--- src/rtl/floo_rob_alloc_ctrl.sv ---
`default_nettype none
// ============================================================================
// floo_rob_alloc_ctrl -- contiguous ROB slot allocator with drain control
// Revision: 1.0
// ============================================================================
module floo_rob_alloc_ctrl #(
    parameter int unsigned RobSize  = 64,
    parameter int unsigned MaxTxns  = 32,
    parameter int unsigned LenWidth = 8
) (
    input  logic                           clk_i,
    input  logic                           rst_i,
    input  logic                           alloc_valid_i,
    input  logic [LenWidth-1:0]            alloc_len_i,
    output logic                           alloc_ready_o,
    output logic [$clog2(RobSize)-1:0]     alloc_idx_o,
    output logic                           alloc_err_o,
    input  logic                           rel_valid_i,
    input  logic                           rel_last_i,
    output logic                           rel_err_o,
    input  logic                           drain_req_i,
    output logic                           drain_done_o,
    output logic [$clog2(RobSize+1)-1:0]   used_o,
    output logic [$clog2(MaxTxns+1)-1:0]   txn_cnt_o,
    output logic                           empty_o,
    output logic                           full_o
);

    localparam int unsigned IdxW  = $clog2(RobSize);
    localparam int unsigned UsedW = $clog2(RobSize + 1);
    localparam int unsigned TxnW  = $clog2(MaxTxns + 1);
    localparam int unsigned CmpW  = ((LenWidth + 1 > UsedW) ? LenWidth + 1 : UsedW) + 1;

    typedef enum logic [1:0] {
        ST_ACTIVE  = 2'd0,
        ST_DRAIN   = 2'd1,
        ST_DRAINED = 2'd2
    } state_e;

    state_e            state_q;
    logic [IdxW-1:0]   head_q, head_d;
    logic [IdxW-1:0]   tail_q, tail_d;
    logic [UsedW-1:0]  used_q, used_d;
    logic [TxnW-1:0]   txn_q, txn_d;
    logic              rel_err_q;

    logic [LenWidth:0] need;
    logic [CmpW-1:0]   need_w;
    logic [CmpW-1:0]   free_w;
    logic              oversize;
    logic              fits;
    logic              grant;
    logic              rel_ok;
    logic              rel_txn;

    // Ready looks only at registered occupancy; same-cycle releases are not bypassed.
    assign need     = {1'b0, alloc_len_i} + {{LenWidth{1'b0}}, 1'b1};
    assign need_w   = {{(CmpW - LenWidth - 1){1'b0}}, need};
    assign free_w   = CmpW'(RobSize) - {{(CmpW - UsedW){1'b0}}, used_q};
    assign oversize = need_w > CmpW'(RobSize);
    assign fits     = (txn_q < TxnW'(MaxTxns)) && (need_w <= free_w);

    assign alloc_ready_o = (state_q == ST_ACTIVE) && (fits || oversize);
    assign alloc_err_o   = alloc_valid_i && alloc_ready_o && oversize;
    assign grant         = alloc_valid_i && alloc_ready_o && !oversize;
    assign rel_ok        = rel_valid_i && (used_q != '0);
    assign rel_txn       = rel_ok && rel_last_i && (txn_q != '0);

    always_comb begin
        head_d = head_q;
        tail_d = tail_q;
        used_d = used_q;
        txn_d  = txn_q;
        if (rel_ok) begin
            head_d = head_q + IdxW'(1);
        end
        if (grant) begin
            tail_d = tail_q + need_w[IdxW-1:0];
        end
        // A granted need never exceeds RobSize, so it fits in the used counter width.
        used_d = used_q + (grant ? need_w[UsedW-1:0] : '0) - (rel_ok ? UsedW'(1) : '0);
        txn_d  = txn_q + (grant ? TxnW'(1) : '0) - (rel_txn ? TxnW'(1) : '0);
    end

    always_ff @(posedge clk_i) begin
        if (rst_i) begin
            state_q   <= ST_ACTIVE;
            head_q    <= '0;
            tail_q    <= '0;
            used_q    <= '0;
            txn_q     <= '0;
            rel_err_q <= 1'b0;
        end else begin
            head_q    <= head_d;
            tail_q    <= tail_d;
            used_q    <= used_d;
            txn_q     <= txn_d;
            rel_err_q <= rel_valid_i && (used_q == '0);
            // Drain completion uses registered counts, so DRAIN lasts at least one cycle.
            case (state_q)
                ST_ACTIVE: begin
                    if (drain_req_i) begin
                        state_q <= ST_DRAIN;
                    end
                end
                ST_DRAIN: begin
                    if (!drain_req_i) begin
                        state_q <= ST_ACTIVE;
                    end else if ((used_q == '0) && (txn_q == '0)) begin
                        state_q <= ST_DRAINED;
                    end
                end
                ST_DRAINED: begin
                    if (!drain_req_i) begin
                        state_q <= ST_ACTIVE;
                    end
                end
                default: begin
                    state_q <= ST_ACTIVE;
                end
            endcase
        end
    end

    assign alloc_idx_o  = tail_q;
    assign rel_err_o    = rel_err_q;
    assign drain_done_o = (state_q == ST_DRAINED);
    assign used_o       = used_q;
    assign txn_cnt_o    = txn_q;
    assign empty_o      = (used_q == '0);
    assign full_o       = (used_q == UsedW'(RobSize));

endmodule
`default_nettype wire
--- config.mk ---
export PLATFORM = sky130hd
export DESIGN_NAME = floo_rob_alloc_ctrl
export DESIGN_NICKNAME = d
export VERILOG_FILES = /design/src/rtl/floo_rob_alloc_ctrl.sv
export SDC_FILE = /design/constraint.sdc
export NUM_CORES = 1
export LEC_CHECK = 0
export ABC_CLOCK_PERIOD_IN_PS = 6900
export CAP_MARGIN = 40
export CORE_UTILIZATION = 35
export DETAILED_ROUTE_END_ITERATION = 6
export GPL_TIMING_DRIVEN = 0
export PLACE_DENSITY = 0.65
export SLEW_MARGIN = 15
export SYNTH_ARGS = -nofsm -noshare
export SYNTH_HDL_FRONTEND = slang
export SYNTH_SLANG_ARGS = --single-unit
--- constraint.sdc ---
create_clock -name clk_i -period 6.9 [get_ports clk_i]
set_input_delay 1.38 -clock clk_i [delete_from_list [all_inputs] [get_ports clk_i]]
set_output_delay 1.38 -clock clk_i [all_outputs]
set_load 0.02 [all_outputs]
Word-level counts from Yosys, hierarchy flattened
Index checks and enable logic that the tools add are counted.
W data, S select, Z words.
- add/subtract/negate cells: 7
- order comparisons: 3
- eq/ne operators: 6
- multiplexer cells: 9
- reduce and logical (&&, ||, !) cells: 18
- operator list (cell ; number):
    $le A9 B10 Y1 ; 1
    $logic_and A1 B1 Y1 ; 10
    $add A8 B1 Y9 const B ; 1
    $gt A9 B7 Y1 const B ; 1
    $mux W2 ; 4
    $sub A7 B7 Y8 const A ; 1
    $add A7 B7 Y7 ; 1
    $eq A7 B7 Y1 const B ; 1
    $logic_not A7 Y1 ; 1
    $mux W7 ; 1
    $reduce_bool A7 Y1 ; 1
    $sub A7 B1 Y7 ; 1
    $add A6 B1 Y6 ; 1
    $add A6 B6 Y6 ; 1
    $logic_not A6 Y1 ; 1
    $lt A6 B6 Y1 const B ; 1
    $pmux W2 S3 ; 1
    $reduce_bool A6 Y1 ; 1
    $sub A6 B1 Y6 ; 1
    $ne A2 B2 Y1 const B ; 2
    $mux W1 ; 3
    $ne A3 B3 Y1 const B ; 1
    $reduce_and A3 Y1 ; 1
    $eq A2 B1 Y1 const B ; 1
    other kinds (4) ; 4
- register bits after elaboration: 22
- bits of input ports: 14
- logic and storage cells: 48

Depth between registers and ports, before layout
- word-level depth: 10
- mapped depth: 22
- gate-level depth less buffers: 21

Least setup slack after synthesis
Ideal clock, no wire load.
- path kind: input port to flip-flop
- start: input alloc_len_i[0]
- end: register used_q[6], in the netlist used_o[6]
- library setup time: 0.131 ns
- data arrival time: 4.976 ns
- setup slack: 1.793 ns
- cell stages on the path: 22
- path buffers: 1
- cell sequence: ha_1 -> nand2_1 -> xor2_1 -> inv_1 -> ha_1 -> nand4_1 -> o32a_1 -> o31a_1 -> buf_6 -> nor2_2 -> nand2_1 -> ha_1 -> inv_1 -> ha_1 -> inv_1 -> fa_1 -> nor2b_1 -> o21a_1 -> o21a_1 -> o211ai_1 -> nor4_1 -> nor3_1
- word-level cells in the longest chain between the ends: 10
- elaborated cells between the ends (all ways): 12
- classes of those cells: 3 x add/sub; 2 x order compare; 1 x mux; 6 x reduce/logical
- ends and longest elaborated chain (item ; line ; source):
    start, declared ; 14 ; input logic [LenWidth-1:0] alloc_len_i,
    $add A8 B1 Y9 (*) ; 57 ; assign need = {1'b0, alloc_len_i} + {{LenWidth{1'b0}}, 1'b1};
    $le A9 B10 Y1 ; 61 ; assign fits = (txn_q < TxnW'(MaxTxns)) && (need_w <= free_w);
    $logic_and A1 B1 Y1 ; 61 ;
    $logic_or A1 B1 Y1 ; 63 ; assign alloc_ready_o = (state_q == ST_ACTIVE) && (fits || oversize);
    $logic_and A1 B1 Y1 ; 63 ;
    $logic_and A1 B1 Y1 (2 in a row) ; 65 ; assign grant = alloc_valid_i && alloc_ready_o && !oversize;
    $mux W7 (*) ; 81 ; used_d = used_q + (grant ? need_w[UsedW-1:0] : '0) - (rel_ok ? UsedW'(1) : '0);
    $add A7 B7 Y7 (*) ; 81 ;
    $sub A7 B1 Y7 (*) ; 81 ;
    end signal, assigned ; 96 ; used_q <= used_d;
    end, declared ; 43 ; logic [UsedW-1:0] used_q, used_d;
Every way passes the cells marked *; elsewhere a longest branch is shown, timed or not.
A chain may end at the register's enable or synchronous reset.

Worst setup path after layout
- start: input alloc_len_i[0]
- end: output alloc_ready_o
- word-level cells in the longest chain between the ends: 5
- elaborated cells between the ends (all ways): 6
- classes of those cells: 1 x add/sub; 2 x order compare; 3 x reduce/logical
- ends and longest elaborated chain (item ; line ; source):
    $add A8 B1 Y9 (*) ; 57 ;
    $le A9 B10 Y1 ; 61 ;
    $logic_and A1 B1 Y1 ; 61 ;
    $logic_or A1 B1 Y1 (*) ; 63 ;
    $logic_and A1 B1 Y1 (*) ; 63 ;
    end, declared ; 15 ; output logic alloc_ready_o,
Marks and branches as above.

==> flow_summary.json <==
{
  "synth_adder_area_share_pct": 25.1,
  "finalHoldWorstSlack_ns": 0.492,
  "synth-warning-count": 0,
  "grt_use_met1_pct": 21.6,
  "yosys_register_bits": 22,
  "dp_hpwl_mm": 3.80,
  "chipHeight_um": 78.2,
  "ys_dominant_reg_cell": "sky130_fd_sc_hd__dfxtp_1",
  "maxClockFrequency_mhz": 162,
  "timing.critical_path.slowest_stage_cell": "sky130_fd_sc_hd__clkdlybuf4s50_1",
  "synth-compound-area-share_pct": 18.6,
  "grtUsageTotal_pct": 16.5,
  "first_global_vias": 1858,
  "fin_crit_sh_pct": 89.7,
  "post_synth_and_or_nand_nor_area_fraction_pct": 18.7,
  "synth.net_count": 297,
  "die_area_mm2": 0.00611,
  "pwr-share-comb_pct": 70.7,
  "drt_iter0_markers": 56,
  "final_util_pct": 46.2,
  "cp.arrival_ns": 4.81,
  "viasPerCell": 5.10,
  "synth_area_per_cell_um2": 8.33,
  "vias": 1826,
  "globalRoute.totalOverflow": 0,
  "fp.coreArea_mm2": 0.00554,
  "detail_route.wl_per_cell_um": 13.1,
  "met2_usage_pct": 28.7,
  "cts_tree": "built",
  "yosysTopAreaCell": "sky130_fd_sc_hd__ha_1",
  "critPathBufInv": 4,
  "maxSlewViolCount": 0,
  "synthMostInstantiatedCell": "sky130_fd_sc_hd__ha_1",
  "p_int_mw": 0.565,
  "worst_r2r_path_cells": 22,
  "critical_path_cell_sequence": "clkdlybuf4s50_1 -> ha_1 -> nand2_1 -> xor2_1 -> inv_1 -> ha_1 -> nand4_1 -> o32a_1 -> o31a_1 -> buf_6 -> a21boi_0 -> clkdlybuf4s50_1",
  "area_growth_pct": 25.9,
  "sink_count": 22,
  "postRouteWirelength_mm": 4.68,
  "min_to": "state_q[0]",
  "crit_path_max_incr_delay_ns": 0.65,
  "cts.repair.resized": 0,
  "worstHoldPathType": "flop to flop",
  "design.final.nets": 340,
  "r2r_setup_slack_ns": 2.16,
  "pwr-share-seq_pct": 20.3,
  "main_combinational_cell_family_by_area_after_synthesis": "adder cells",
  "clockPowerShare_pct": 9.0,
  "finalClockSkew_ns": 0.00952,
  "rows": 27,
  "crit-reg2reg-launch": "used_o[0]",
  "total_power_mw": 1.05,
  "critPathLaunchType": "primary input",
  "placed_cells_incl_taps": 354,
  "place_area_mm2": 0.00250,
  "leakage_nw": 1.13,
  "p_per_area_mw_per_mm2": 410,
  "setup-violations-final": 0,
  "numCtsBuffers": 3,
  "design_area_mm2": 0.00256,
  "initial_antenna_violation_count": 0,
  "cts_max_level": 1,
  "post_synth_mux_area_share_pct": 0.493,
  "global_route_wire_length_before_repair_mm": 8.22,
  "tns_ns": 0,
  "setup.worst_path.class": "primary input to primary output",
  "ys_types": 49,
  "place_congestion": 0.831,
  "timing.hold.worst_path_depth": 1,
  "synth.top_cells.by_count": "sky130_fd_sc_hd__ha_1 (36), sky130_fd_sc_hd__inv_1 (34), sky130_fd_sc_hd__dfxtp_1 (22)",
  "post-place-ws_ns": 0.566,
  "remaining_drc_errors": 0,
  "postLayoutSetupSlackWorst_ns": 0.714,
  "detail_route.first_pass.iterations": 4,
  "die_width_um": 78.2,
  "worst-path-max-fanout": 10,
  "max-cap-violations": 0,
  "yosys.area_share.xor_xnor_pct": 8.19,
  "clkSlewWorstSetupHoldPaths_ns": 0.08,
  "yosysTopAreaCellShare_pct": 22.2,
  "crit_required_ns": 5.52,
  "synth_seq_area_share_pct": 21.7,
  "rsz_0062_raised_after_global_routing": "false",
  "floorplan.io_pins": 39,
  "worstMarginPinSlew_ns": 0.720,
  "synth_area_leaders": "sky130_fd_sc_hd__ha_1 (22%), sky130_fd_sc_hd__dfxtp_1 (22%), sky130_fd_sc_hd__inv_1 (6.3%), sky130_fd_sc_hd__xnor2_1 (4.3%), sky130_fd_sc_hd__a21oi_1 (4.2%)",
  "synth_area_mm2": 0.00203,
  "sw_frac_of_total_pct": 46.1,
  "cts_buffer_depth": 2,
  "timing_hold_violations_final": 0,
  "net-switching-power_mw": 0.483,
  "clkLatencyLatePin_ns": 0.27,
  "gr-max-usage-layer": "met2",
  "grt_start_max_net_pins": 13,
  "cts-root-buf": "sky130_fd_sc_hd__clkbuf_8",
  "met3_usage_pct": 2.09,
  "cts.repair_timing.setup_buffer_count": 0,
  "synth-edff-count": 0,
  "outcome": "finished, final reports clean",
  "floorplan.initialDensity_pct": 36.7,
  "vdd.ir_drop.worst_uv": 204,
  "syn_inst": 244,
  "hold_path.startpoint": "state_q[1]",
  "critical_path.top_delay_family": "buffers and inverters",
  "reg2reg_to": "used_o[6]",
  "slew_headroom_pct": 51.6,
  "drive_gt1_share_pct": 3.85,
  "buffer_ports.inserted": 38,
  "post_cts_hold_buffer_count": 0,
  "post_route_ant_nets": 0,
  "num_antenna_cells": 0,
  "async_flop_share_pct": 0,
  "finalNonFillerCells": 358,
  "final.min_clock_period_ns": 6.19,
  "endpoint_kind": "primary output"
}
-- layout make-up --
class                   instances  area [um^2]
plain buffers                   3         18.8
repair buffers                 38          380
clock buffers                   4         55.1
multi-input cells             185         1450
inverters                      34          128
flip-flops and latches         22          440
well taps                      72         90.1
fillers                       564         2980
-- power by group through the flow --
stage               Sequential [mW]  Combinational, mW  Clock (mW)
global route                  0.221              0.847       0.103
CTS                           0.214              0.746      0.0980
detailed placement            0.216              0.738           0
global placement              0.216              0.726           0
finish                        0.212              0.741      0.0947
floorplan                     0.247              0.504           0
-- worst max-delay path by stage --
stage | from | endpoint | slack [ns] | cells past startpoint
final | alloc_len_i[0] | alloc_ready_o | 0.71 | 12
after global routing | alloc_len_i[0] | used_o[6] | 0.33 | 23
after CTS | alloc_len_i[0] | alloc_ready_o | 0.75 | 12
after detailed placement | alloc_len_i[0] | used_o[6] | 0.57 | 23
after global placement | alloc_len_i[0] | used_o[6] | 0.62 | 23
after floorplan | alloc_len_i[0] | used_o[6] | 1.79 | 22
-- cells by family (layout without fill, tap and decap cells) --
| group | after synthesis | after routing |
|---|---|---|
| AND/OR/NAND/NOR | 70 | 70 |
| flip-flops | 22 | 22 |
| buffers and inverters | 37 | 79 |
| multiplexers | 1 | 1 |
| adder cells (fa/ha/maj) | 39 | 39 |
| XOR/XNOR | 19 | 19 |
| AO/OA/AOI/OAI | 56 | 56 |
-- sequential cells by signal (all words and copies together) (netlist names) --
signal,count
txn_cnt_o,6
state_q,2
alloc_idx_o,6
used_o,7
rel_err_o,1
-- worst reg2reg max path, stage by stage (launching register included) --
cell and delay [ns]:
sky130_fd_sc_hd__dfxtp_1 0.36, sky130_fd_sc_hd__or2_2 0.35, sky130_fd_sc_hd__or3_1 0.33, sky130_fd_sc_hd__o21ai_0 0.14
sky130_fd_sc_hd__o21ai_0 0.11, sky130_fd_sc_hd__ha_1 0.32, sky130_fd_sc_hd__nand4_1 0.13, sky130_fd_sc_hd__o32a_1 0.36
sky130_fd_sc_hd__o31a_1 0.12, sky130_fd_sc_hd__buf_6 0.14, sky130_fd_sc_hd__nor2_2 0.29, sky130_fd_sc_hd__nand2_1 0.12
sky130_fd_sc_hd__ha_1 0.28, sky130_fd_sc_hd__inv_1 0.06, sky130_fd_sc_hd__ha_1 0.18, sky130_fd_sc_hd__inv_1 0.06
sky130_fd_sc_hd__fa_1 0.37, sky130_fd_sc_hd__nor2b_1 0.16, sky130_fd_sc_hd__o21a_1 0.18, sky130_fd_sc_hd__o21a_1 0.15
sky130_fd_sc_hd__o211ai_1 0.15, sky130_fd_sc_hd__nor4_1 0.20, sky130_fd_sc_hd__nor3_1 0.07
-- metal layers --
metal  vias up  routed length, um  share of wire (%)
li1        947                  -                  -
met2        30               2170                 46
met4         0                 17               0.36
met3         2                165                3.5
met1       847               2330                 50
met5         -                  0                  0
-- cell usage in the layout, fill, tap and decap left out, types with 2 or more instances in the layout --
cell and n:
sky130_fd_sc_hd__clkdlybuf4s50_1 38, sky130_fd_sc_hd__ha_1 36, sky130_fd_sc_hd__inv_1 34, sky130_fd_sc_hd__dfxtp_1 22
sky130_fd_sc_hd__a21oi_1 17, sky130_fd_sc_hd__nand2_1 13, sky130_fd_sc_hd__nor2_1 13, sky130_fd_sc_hd__xnor2_1 10
sky130_fd_sc_hd__o21ai_0 9, sky130_fd_sc_hd__xor2_1 9, sky130_fd_sc_hd__nand3_1 9, sky130_fd_sc_hd__nor2b_1 8
sky130_fd_sc_hd__nor3_1 6, sky130_fd_sc_hd__a21o_1 4, sky130_fd_sc_hd__clkbuf_8 4, sky130_fd_sc_hd__o31a_1 3
sky130_fd_sc_hd__or3_1 3, sky130_fd_sc_hd__nor4_1 3, sky130_fd_sc_hd__o21a_1 3, sky130_fd_sc_hd__o21bai_1 3
sky130_fd_sc_hd__a211oi_1 3, sky130_fd_sc_hd__fa_1 3, sky130_fd_sc_hd__o211ai_1 2, sky130_fd_sc_hd__nand4_1 2
sky130_fd_sc_hd__and3_1 2, sky130_fd_sc_hd__o211a_1 2
(Power assumes the default switching activity.)
